### config.mk
export PLATFORM = sky130hd
export DESIGN_NAME = difficulty_select
export DESIGN_NICKNAME = d
export VERILOG_FILES = /design/src/rtl/difficulty_select.sv
export SDC_FILE = /design/constraint.sdc
export NUM_CORES = 1
export LEC_CHECK = 0
export ABC_AREA = 0
export ABC_CLOCK_PERIOD_IN_PS = 3380
export CAP_MARGIN = 20
export CORE_ASPECT_RATIO = 0.8
export CORE_UTILIZATION = 29
export CTS_CLUSTER_DIAMETER = 120
export CTS_CLUSTER_SIZE = 16
export DETAILED_ROUTE_END_ITERATION = 6
export PLACE_DENSITY_LB_ADDON = 0.2
export SLEW_MARGIN = 20
export SYNTH_ARGS = -nofsm -noshare
export SYNTH_HDL_FRONTEND = slang
export SYNTH_SLANG_ARGS = --single-unit
### constraint.sdc
create_clock -name clock -period 3.38 [get_ports clock]
set_input_delay 1.014 -clock clock [delete_from_list [all_inputs] [get_ports clock]]
set_output_delay 1.014 -clock clock [all_outputs]
set_load 0.05 [all_outputs]
### src/rtl/difficulty_select.sv
// Debounced four-button difficulty selector feeding the processor's difficulty_in.
// Define DIFFICULTY_LATCH_EN for a latched selection; the default build follows held buttons.
module difficulty_select #(
  parameter int unsigned DEBOUNCE_CYCLES = 500000
) (
  input  logic        clock,
  input  logic        reset,
  input  logic        BTNL,
  input  logic        BTNC,
  input  logic        BTNR,
  input  logic        BTND,
  output logic [31:0] difficulty,
  output logic        difficulty_changed,
  output logic [3:0]  btn_level
);

  localparam int unsigned CW = $clog2(DEBOUNCE_CYCLES + 1);
  typedef logic [CW-1:0] cnt_t;
  localparam cnt_t TERM = cnt_t'(DEBOUNCE_CYCLES - 1);

  typedef enum logic [1:0] {D0 = 2'd0, D1 = 2'd1, D2 = 2'd2, D3 = 2'd3} state_t;

  logic [3:0] raw;
  logic [3:0] sync1;
  logic [3:0] sync2;
  logic [3:0] deb;
  logic [3:0] deb_q;
  logic [3:0] press;
  cnt_t       cnt [4];
  state_t     state;
  state_t     next_state;

  // Bit order {BTND, BTNR, BTNC, BTNL} is shared by every 4-bit vector below.
  assign raw = {BTND, BTNR, BTNC, BTNL};

  always_ff @(posedge clock) begin
    if (reset) begin
      sync1 <= '0;
      sync2 <= '0;
      deb   <= '0;
      deb_q <= '0;
      for (int unsigned i = 0; i < 4; i++) cnt[i] <= '0;
    end else begin
      sync1 <= raw;
      sync2 <= sync1;
      deb_q <= deb;
      for (int unsigned i = 0; i < 4; i++) begin
        if (sync2[i] == deb[i]) begin
          cnt[i] <= '0;
        end else if (cnt[i] == TERM) begin
          deb[i] <= ~deb[i];
          cnt[i] <= '0;
        end else if (cnt[i] != '1) begin
          cnt[i] <= cnt[i] + 1'b1;
        end
      end
    end
  end

  assign press = deb & ~deb_q;

  always_comb begin
    next_state = state;
`ifdef DIFFICULTY_LATCH_EN
    if (press[3])      next_state = D0;
    else if (press[0]) next_state = D1;
    else if (press[1]) next_state = D2;
    else if (press[2]) next_state = D3;
`else
    if (deb[3])        next_state = D0;
    else if (deb[0])   next_state = D1;
    else if (deb[1])   next_state = D2;
    else if (deb[2])   next_state = D3;
    else               next_state = D0;
`endif
  end

  always_ff @(posedge clock) begin
    if (reset) begin
      state              <= D0;
      difficulty_changed <= 1'b0;
    end else begin
      state              <= next_state;
      difficulty_changed <= (next_state != state);
    end
  end

  assign difficulty = {30'd0, state};
  assign btn_level  = deb;

endmodule

# ---- Yosys cells after proc, flatten, opt, wreduce, memory -nomap -nowiden
# Memories as Yosys holds them, arrays and structs flattened.
# Index checks and enable logic that the tools add are counted.
dict set report word_totals {
  elab_cells 116
  n_memories 1
  out_inout_bits 37
  input_bits 6
  mem_bits_rw 76
  reg_bits 15
}
# name depth width rd rd_clocked_by_memory_dff wr line
set memory_table {}
lappend memory_table {cnt 4 19 4 0 4 29} ;# cnt_t cnt [4];
dict set report classes {
  n_addsub 4
  n_eq_ne 13
  bitwise_logic 20
  n_reduce_logical 4
  muxes 66
}
# cell n
set ops {}
lappend ops {{$mux W19} 12}
lappend ops {{$add A19 B1 Y19 const B} 4}
lappend ops {{$eq A19 B19 Y1 const B} 4}
lappend ops {{$ne A19 B19 Y1 const B} 4}
lappend ops {{$mux W1} 50}
lappend ops {{$or A1 B1 Y1} 12}
lappend ops {{$mux W2} 4}
lappend ops {{$not A1 Y1} 8}
lappend ops {{$reduce_and A2 Y1} 4}
lappend ops {{$eq A1 B1 Y1} 4}
lappend ops {{$ne A2 B2 Y1} 1}

# ---- Depth between registers and ports, before layout
# Gate-level depths: netlist of the first run.
# An unclocked memory read counts as a cell.
dict set report depth {
  word_depth 8
  depth_mapped 8
  ltp_nobuf 6
}

# ---- Worst setup path after synthesis of the first run
# OpenSTA, ideal clock, no wires.
dict set report synth_timing {
  path_kind {reg2reg}
  startpoint {memory cnt[2][7] (netlist bit)}
  endpoint {memory cnt[2][0] (netlist bit), enable pin}
  path_slack_ns 0.763
  arrival_time_ns 2.239
  path_stages_with_launch 5
  setup_time_ns 0.378
  synth_period_minus_slack_ns 2.617
  cell_sequence {edfxtp_1 -> or4b_1 -> or4_4 -> o31ai_4 -> nand2b_1}
}
# item line
set synth_lines {}
lappend synth_lines {{start: declaration} 29}

# ---- Worst setup path in the final report of the first run
dict set report layout_timing {
  startpoint {register deb[1], in the netlist btn_level[1]}
  endpoint {output btn_level[1]}
}
# item line
set layout_lines {}
lappend layout_lines {{start: declaration} 26} ;# logic [3:0] deb;
lappend layout_lines {{start signal: indexed assignment} 51} ;# deb[i] <= ~deb[i];
lappend layout_lines {{end: declaration} 14} ;# output logic [3:0] btn_level
# No word-level cell between the ends.

==> results of run 1 <==
-- report_power, final --
group          switching [uW]  leakage (uW)  internal, uW
sequential               3.14       0.00106          1200
combinational            87.8      0.000624          13.5
clock                     401      0.000137           565
-- sequential cells by signal, summed over array words and instances (netlist names) --
register	flops
state	2
cnt	76
difficulty_changed	1
sync2	4
sync1	4
btn_level	4
-- per-stage QoR --
step	power, uW	hold WS (ps)	cells
floorplan	1350	414	507
global placement	1330	417	705
detailed placement	1330	424	705
CTS	2310	438	720
global route	2360	471	720
finish	2270	434	720
-- worst max path at each step --
stage,to,from,depth (start not counted),slack [ps]
finish,btn_level[1],btn_level[1]$_SDFFE_PP0P_,1,670
global route,cnt[2][8]$_SDFFCE_PN0P_,cnt[2][7]$_SDFFCE_PN0P_,5,490
CTS,cnt[2][5]$_SDFFCE_PN0P_,cnt[2][7]$_SDFFCE_PN0P_,5,640
detailed placement,cnt[3][4]$_SDFFCE_PN0P_,reset,3,430
global placement,cnt[3][12]$_SDFFCE_PN0P_,reset,3,470
floorplan,cnt[2][0]$_SDFFCE_PN0P_,cnt[2][7]$_SDFFCE_PN0P_,4,760
-- layer usage --
layer / up-vias / track usage [%]
li1: 1670 / -
met1: 1540 / 15.8
met2: 52 / 16.8
met3: 6 / 2.74
met4: 0 / 3.67
met5: - / 0
-- Yosys cell counts (2+ instances only) --
master,count,share of area (%)
mux2i_1,2,0.41
buf_1,2,0.15
o21ai_0,4,0.41
xnor2_1,32,5.7
ha_1,4,1.0
and3_1,12,1.5
and2_1,2,0.26
nor3_1,14,1.4
nor2_1,101,7.7
a41oi_1,2,0.36
nand3_1,40,4.1
edfxtp_1,76,47
xor2_1,36,6.4
nor2b_1,10,1.3
clkbuf_1,7,0.54
nand2_1,22,1.7
a41o_1,2,0.41
nor4_1,14,1.8
inv_1,9,0.69
and4_1,5,0.89
nand4_1,11,1.4
or3_1,3,0.38
a21oi_1,4,0.41
dfxtp_1,15,6.1
mux2_2,2,0.46
buf_4,30,4.6
-- cell families (layout without fill, tap and decap cells) --
group	count (synthesis)	in the layout	synth area share [%]
XOR/XNOR	68	68	12.2
buffers and inverters	50	43	6.51
AND/OR/NAND/NOR	242	242	23.8
flip-flops	91	91	52.7
adder cells (fa/ha/maj)	4	4	1.02
AO/OA/AOI/OAI	18	18	2.83
other	1	30	0.0765
multiplexers	4	4	0.868
-- area by class of cell --
class / instances / area [sq um]
Multi-Input combinational cell: 366 / 2110
Inverter: 9 / 33.8
Sequential cell: 91 / 2580
Tap cell: 220 / 275
Clock buffer: 11 / 233
Timing Repair Buffer: 19 / 185
Fill cell: 1706 / 11100
Clock inverter: 4 / 43.8
==> run_results.csv, run 1 <==
group,metric,value,unit
drt,viasPerCell,4.54,
synth,yosysWarnings,0,
drt,drt_wl_total,8980,um
sta,slew_headroom,45.7,%
power_and_ir_drop,p_per_area,416,nW/um^2
setup_path,reg2reg_from,"cnt[2][7]$_SDFFCE_PN0P_",
drt,met1_length,4650,um
drt,wl_met2,3970,um
setup_path,required,2370,ps
clocking,cts_hold_buffers,0,
setup_path,critPathLaunchType,"flop",
synth,netlist_instances,478,
floorplanning,die_x,147,um
layout,final_common_cell,"nor2_1",
drt,wl_per_cell,12.5,um
clocking,cts_made_buffers,9,
sta,setup_tns,0,ps
sta,setup_slack,669,ps
status,status,"complete, no violations",
setup_path,max_stage_delay,870,ps
clocking,ctsResizeCount,0,
floorplanning,core_area,16600,sq um
sta,finalSetupViolations,0,
clocking,htreeDepth,3,
setup_path,critical_path_buf_inv_count,1,
synth,syn_area_per_cell,10.3,sq um
sta,rsz0062_at_grt,"false",
hold_path,hold_class,"flop to flop",
sta,worst_pin_slew,815,ps
setup_path,r2r_setup_slack,670,ps
power_and_ir_drop,ir_worst_vdd,0.239,mV
synth,netlist_area,4900,sq um
floorplanning,die_h,118,um
place,placed_area,5180,sq um
synth,synth.distinct_cells,43,
sta,final.setup_skew,6.86,ps
sta,hold_violations,0,
layout,final_core_util,33.0,%
setup_path,reg2reg_to,"cnt[2][0]$_SDFFCE_PN0P_",
power_and_ir_drop,power.leakage,0.00182,uW
clocking,cts.path.max_buffers,2,
synth,synth_edf_count,76,
setup_path,worstPathCellList,"clkdlybuf4s50_1",
sta,drv_slew,0,
layout,final_layout_size_suffix_gt1_share,5.20,%
grt,grt_pass1_vias,3113,
clocking,clkLatencyLatePin,340,ps
setup_path,critPathArrivalTime,1700,ps
floorplanning,initial_core_util,29.6,%
layout,mostFrequentLayoutCells,"nor2_1 (101), edfxtp_1 (76), nand3_1 (40)",
place,io_buffers,12,
sta,fin_crit_sh,80.2,%
setup_path,crit_slowest_cell,"clkdlybuf4s50_1",
synth,synth_ff_type,"edfxtp_1",
clocking,cts_setup_buffers,0,
grt,antenna_found_initial,0,
setup_path,crit_family,"buffers and inverters",
grt,grt_use_total,11.2,%
grt,grt_pass1_wl,15600,um
place,post-place-ws,435,ps
clocking,tritoncts,"built",
synth,async_flop_share,0,%
hold_path,hold_start,"sync1[2]$_SDFF_PP0_",
drt,drt_iter0_drc,173,
setup_path,worstRegToRegCells,5,
sta,fin_crit,2710,ps
synth,seq_area_frac_synth,52.7,%
clocking,clock_sinks,91,
drt,route.vias.total,3268,
clocking,clockRootBuffer,"clkbuf_16",
drt,top_layer,"met4",
sta,timing.fmax,369,MHz
setup_path,worstSetupEndpointType,"output port",
grt,grt_max_degree,20,
drt,drc,0,
place,dp_hpwl,6250,um
layout,nets,506,
drt,ant_nets,0,
run,maxCapViolCount,0,
layout,area_growth,11.4,%
place,gp_congestion,0.796,
floorplanning,rows,42,
synth,ys_ff_latch,91,
setup_path,critPathMaxFanout,6,
floorplanning,die-area,17400,sq um
hold_path,hold_path_end,"sync2[2]$_SDFF_PP0_",
drt,first_pass_iters,4,
setup_path,critPathKind,"flop to output port",
drt,routed-wl-met3,265,um
clocking,path_clk_slew,60,ps
layout,fin_area,5460,sq um
floorplanning,io_pins,43,
grt,grt-ovfl-total,0,
layout,num_antenna_cells,0,
hold_path,hold_depth,1,
Power figures use the tool's default switching activity.
==> run 2: changes to the inputs <==
--- a/config.mk
+++ b/config.mk
@@ -6,7 +6,7 @@
 export NUM_CORES = 1
 export LEC_CHECK = 0
 export ABC_AREA = 0
-export ABC_CLOCK_PERIOD_IN_PS = 3380
+export ABC_CLOCK_PERIOD_IN_PS = 2500
 export CAP_MARGIN = 20
 export CORE_ASPECT_RATIO = 0.8
 export CORE_UTILIZATION = 29
==> constraint.sdc (replaced) <==
create_clock -name clock -period 2.5 [get_ports clock]
set_input_delay 0.75 -clock clock [delete_from_list [all_inputs] [get_ports clock]]
set_output_delay 0.75 -clock clock [all_outputs]
set_load 0.05 [all_outputs]
==> run 2 against run 1 <==
  * Worst setup slack worse by 600 ps
  * Die area stayed put
  * Sequential cell count stayed put
  * Clock skew hardly changed
  * Clock power is 42% higher
  * Utilization is 1.0 points higher
  * Final area is 3.0% higher
  * Combinational power is 37% higher
  * Hold slack worse by 1.7 ps
  * Power is 38% higher
  * Critical path depth stayed put
  * Largest power group unchanged
  * Highest routed layer unchanged
==> run_results.csv, run 2 (synthesis results as in run 1) <==
group,metric,value,unit
layout,mostFrequentLayoutCells,"nor2_1 (101), edfxtp_1 (76), nand3_1 (40)",
drt,drt_iter0_drc,168,
power_and_ir_drop,power.leakage,0.00194,uW
grt,grt_max_degree,20,
layout,final_cells,736,
setup_path,critPathKind,"flop to output port",
floorplanning,die-area,17400,sq um
grt,grt_pass1_wl,15200,um
clocking,ctsResizeCount,0,
place,io_buffers,12,
sta,worst_pin_slew,801,ps
clocking,htreeDepth,3,
grt,grt_use_total,11.1,%
drt,drt_wl_total,8880,um
setup_path,reg2reg_from,"cnt[2][6]$_SDFFCE_PN0P_",
hold_path,hold_start,"sync1[2]$_SDFF_PP0_",
hold_path,hold_class,"flop to flop",
sta,hold_violations,0,
setup_path,critical_path_buf_inv_count,1,
clocking,cts_made_buffers,9,
setup_path,worstSetupEndpointType,"output port",
floorplanning,rows,42,
floorplanning,die_x,147,um
setup_path,critPathLaunchType,"flop",
place,dp_hpwl,6280,um
clocking,cts.path.max_buffers,2,
grt,grt-ovfl-total,0,
layout,largest_reg_flops,76,
power_and_ir_drop,p_per_area,558,nW/um^2
drt,ant_nets,0,
clocking,cts_setup_buffers,0,
floorplanning,core_area,16600,sq um
floorplanning,initial_core_util,29.6,%
setup_path,critPathArrivalTime,1680,ps
place,placed_area,5320,sq um
sta,finalSetupViolations,0,
grt,antenna_found_initial,0,
drt,first_pass_iters,4,
setup_path,critPathMaxFanout,5,
place,post-place-ws,-39.5,ps
run,maxCapViolCount,0,
sta,final.setup_skew,6.86,ps
place,gp_congestion,0.751,
place,placedCellCount,720,
clocking,clockRootBuffer,"clkbuf_16",
sta,rsz0062_at_grt,"false",
sta,fin_crit,2430,ps
drt,wl_per_cell,12.1,um
setup_path,crit_slowest_cell,"clkdlybuf4s50_1",
sta,slew_headroom,46.1,%
layout,final_common_cell,"nor2_1",
floorplanning,io_pins,43,
sta,timing.fmax,412,MHz
drt,route.vias.total,3255,
grt,grt_pass1_vias,3190,
setup_path,required,1750,ps
sta,fin_crit_sh,97.1,%
layout,num_antenna_cells,0,
setup_path,max_stage_delay,860,ps
layout,final_core_util,34.0,%
clocking,tritoncts,"built",
layout,fin_area,5630,sq um
layout,area_growth,14.8,%
sta,setup_slack,73.1,ps
floorplanning,die_h,118,um
clocking,cts_hold_buffers,0,
layout,final_layout_size_suffix_gt1_share,8.72,%
drt,viasPerCell,4.42,
sta,setup_tns,0,ps
clocking,clock_sinks,91,
clocking,path_clk_slew,60,ps
sta,drv_slew,0,
layout,nets,521,
setup_path,crit_family,"buffers and inverters",
setup_path,worstPathCellList,"clkdlybuf4s50_1",
power_and_ir_drop,ir_worst_vdd,0.322,mV
layout,regMostFlops,"cnt",
setup_path,critPathLaunch,"btn_level[2]$_SDFFE_PP0P_",
clocking,clkLatencyLatePin,350,ps
drt,drc,0,
status,status,"complete, no violations",
-- run 2: routing by layer --
| metal | vias up | GRT usage [%] | share of wire, % | wire length [um] |
|---|---|---|---|---|
| met3 | 9 | 3.44 | 3.0 | 265 |
| met5 | - | 0 | 0 | 0 |
| met4 | 0 | 4.51 | 1.6 | 142 |
| met2 | 42 | 17.1 | 44 | 3920 |
| met1 | 1514 | 14.4 | 51 | 4550 |
| li1 | 1690 | - | - | - |
-- run 2: final cells by class --
cell class	count	area, sq um
clock buffer	11	243
clock inverter	5	52.6
fill	1673	10900
inverter	9	33.8
multi-input combinational	366	2110
sequential	91	2580
tap	220	275
timing repair buffer	34	329
-- run 2: per-stage QoR --
step	hold slack, ps	power [uW]
6_report	433	3140
5_1_grt	458	3240
4_1_cts	439	3190
3_5_place_dp	429	1800
3_3_place_gp	422	1800
2_1_floorplan	414	1820
-- run 2: worst paths after layout --
kind	endpoint	slack (ps)	cells after the start
worst max-delay path	btn_level[2]	70	1
worst min-delay path	sync2[2]$_SDFF_PP0_	430	1
worst max register to register	cnt[2][11]$_SDFFCE_PN0P_	90	5
worst min register to register	sync2[2]$_SDFF_PP0_	430	1
-- run 2: where the power goes --
group,switching (uW),internal [uW]
combinational,119,19.5
clock,571,797
sequential,4.05,1630
total,693,2440
-- run 2: worst reg2reg max path: stages, from the launching register on --
cell and delay, ps:
edfxtp_1 440, or4b_1 540, or4_4 530, o31ai_4 240, nand2b_2 230, buf_12 140
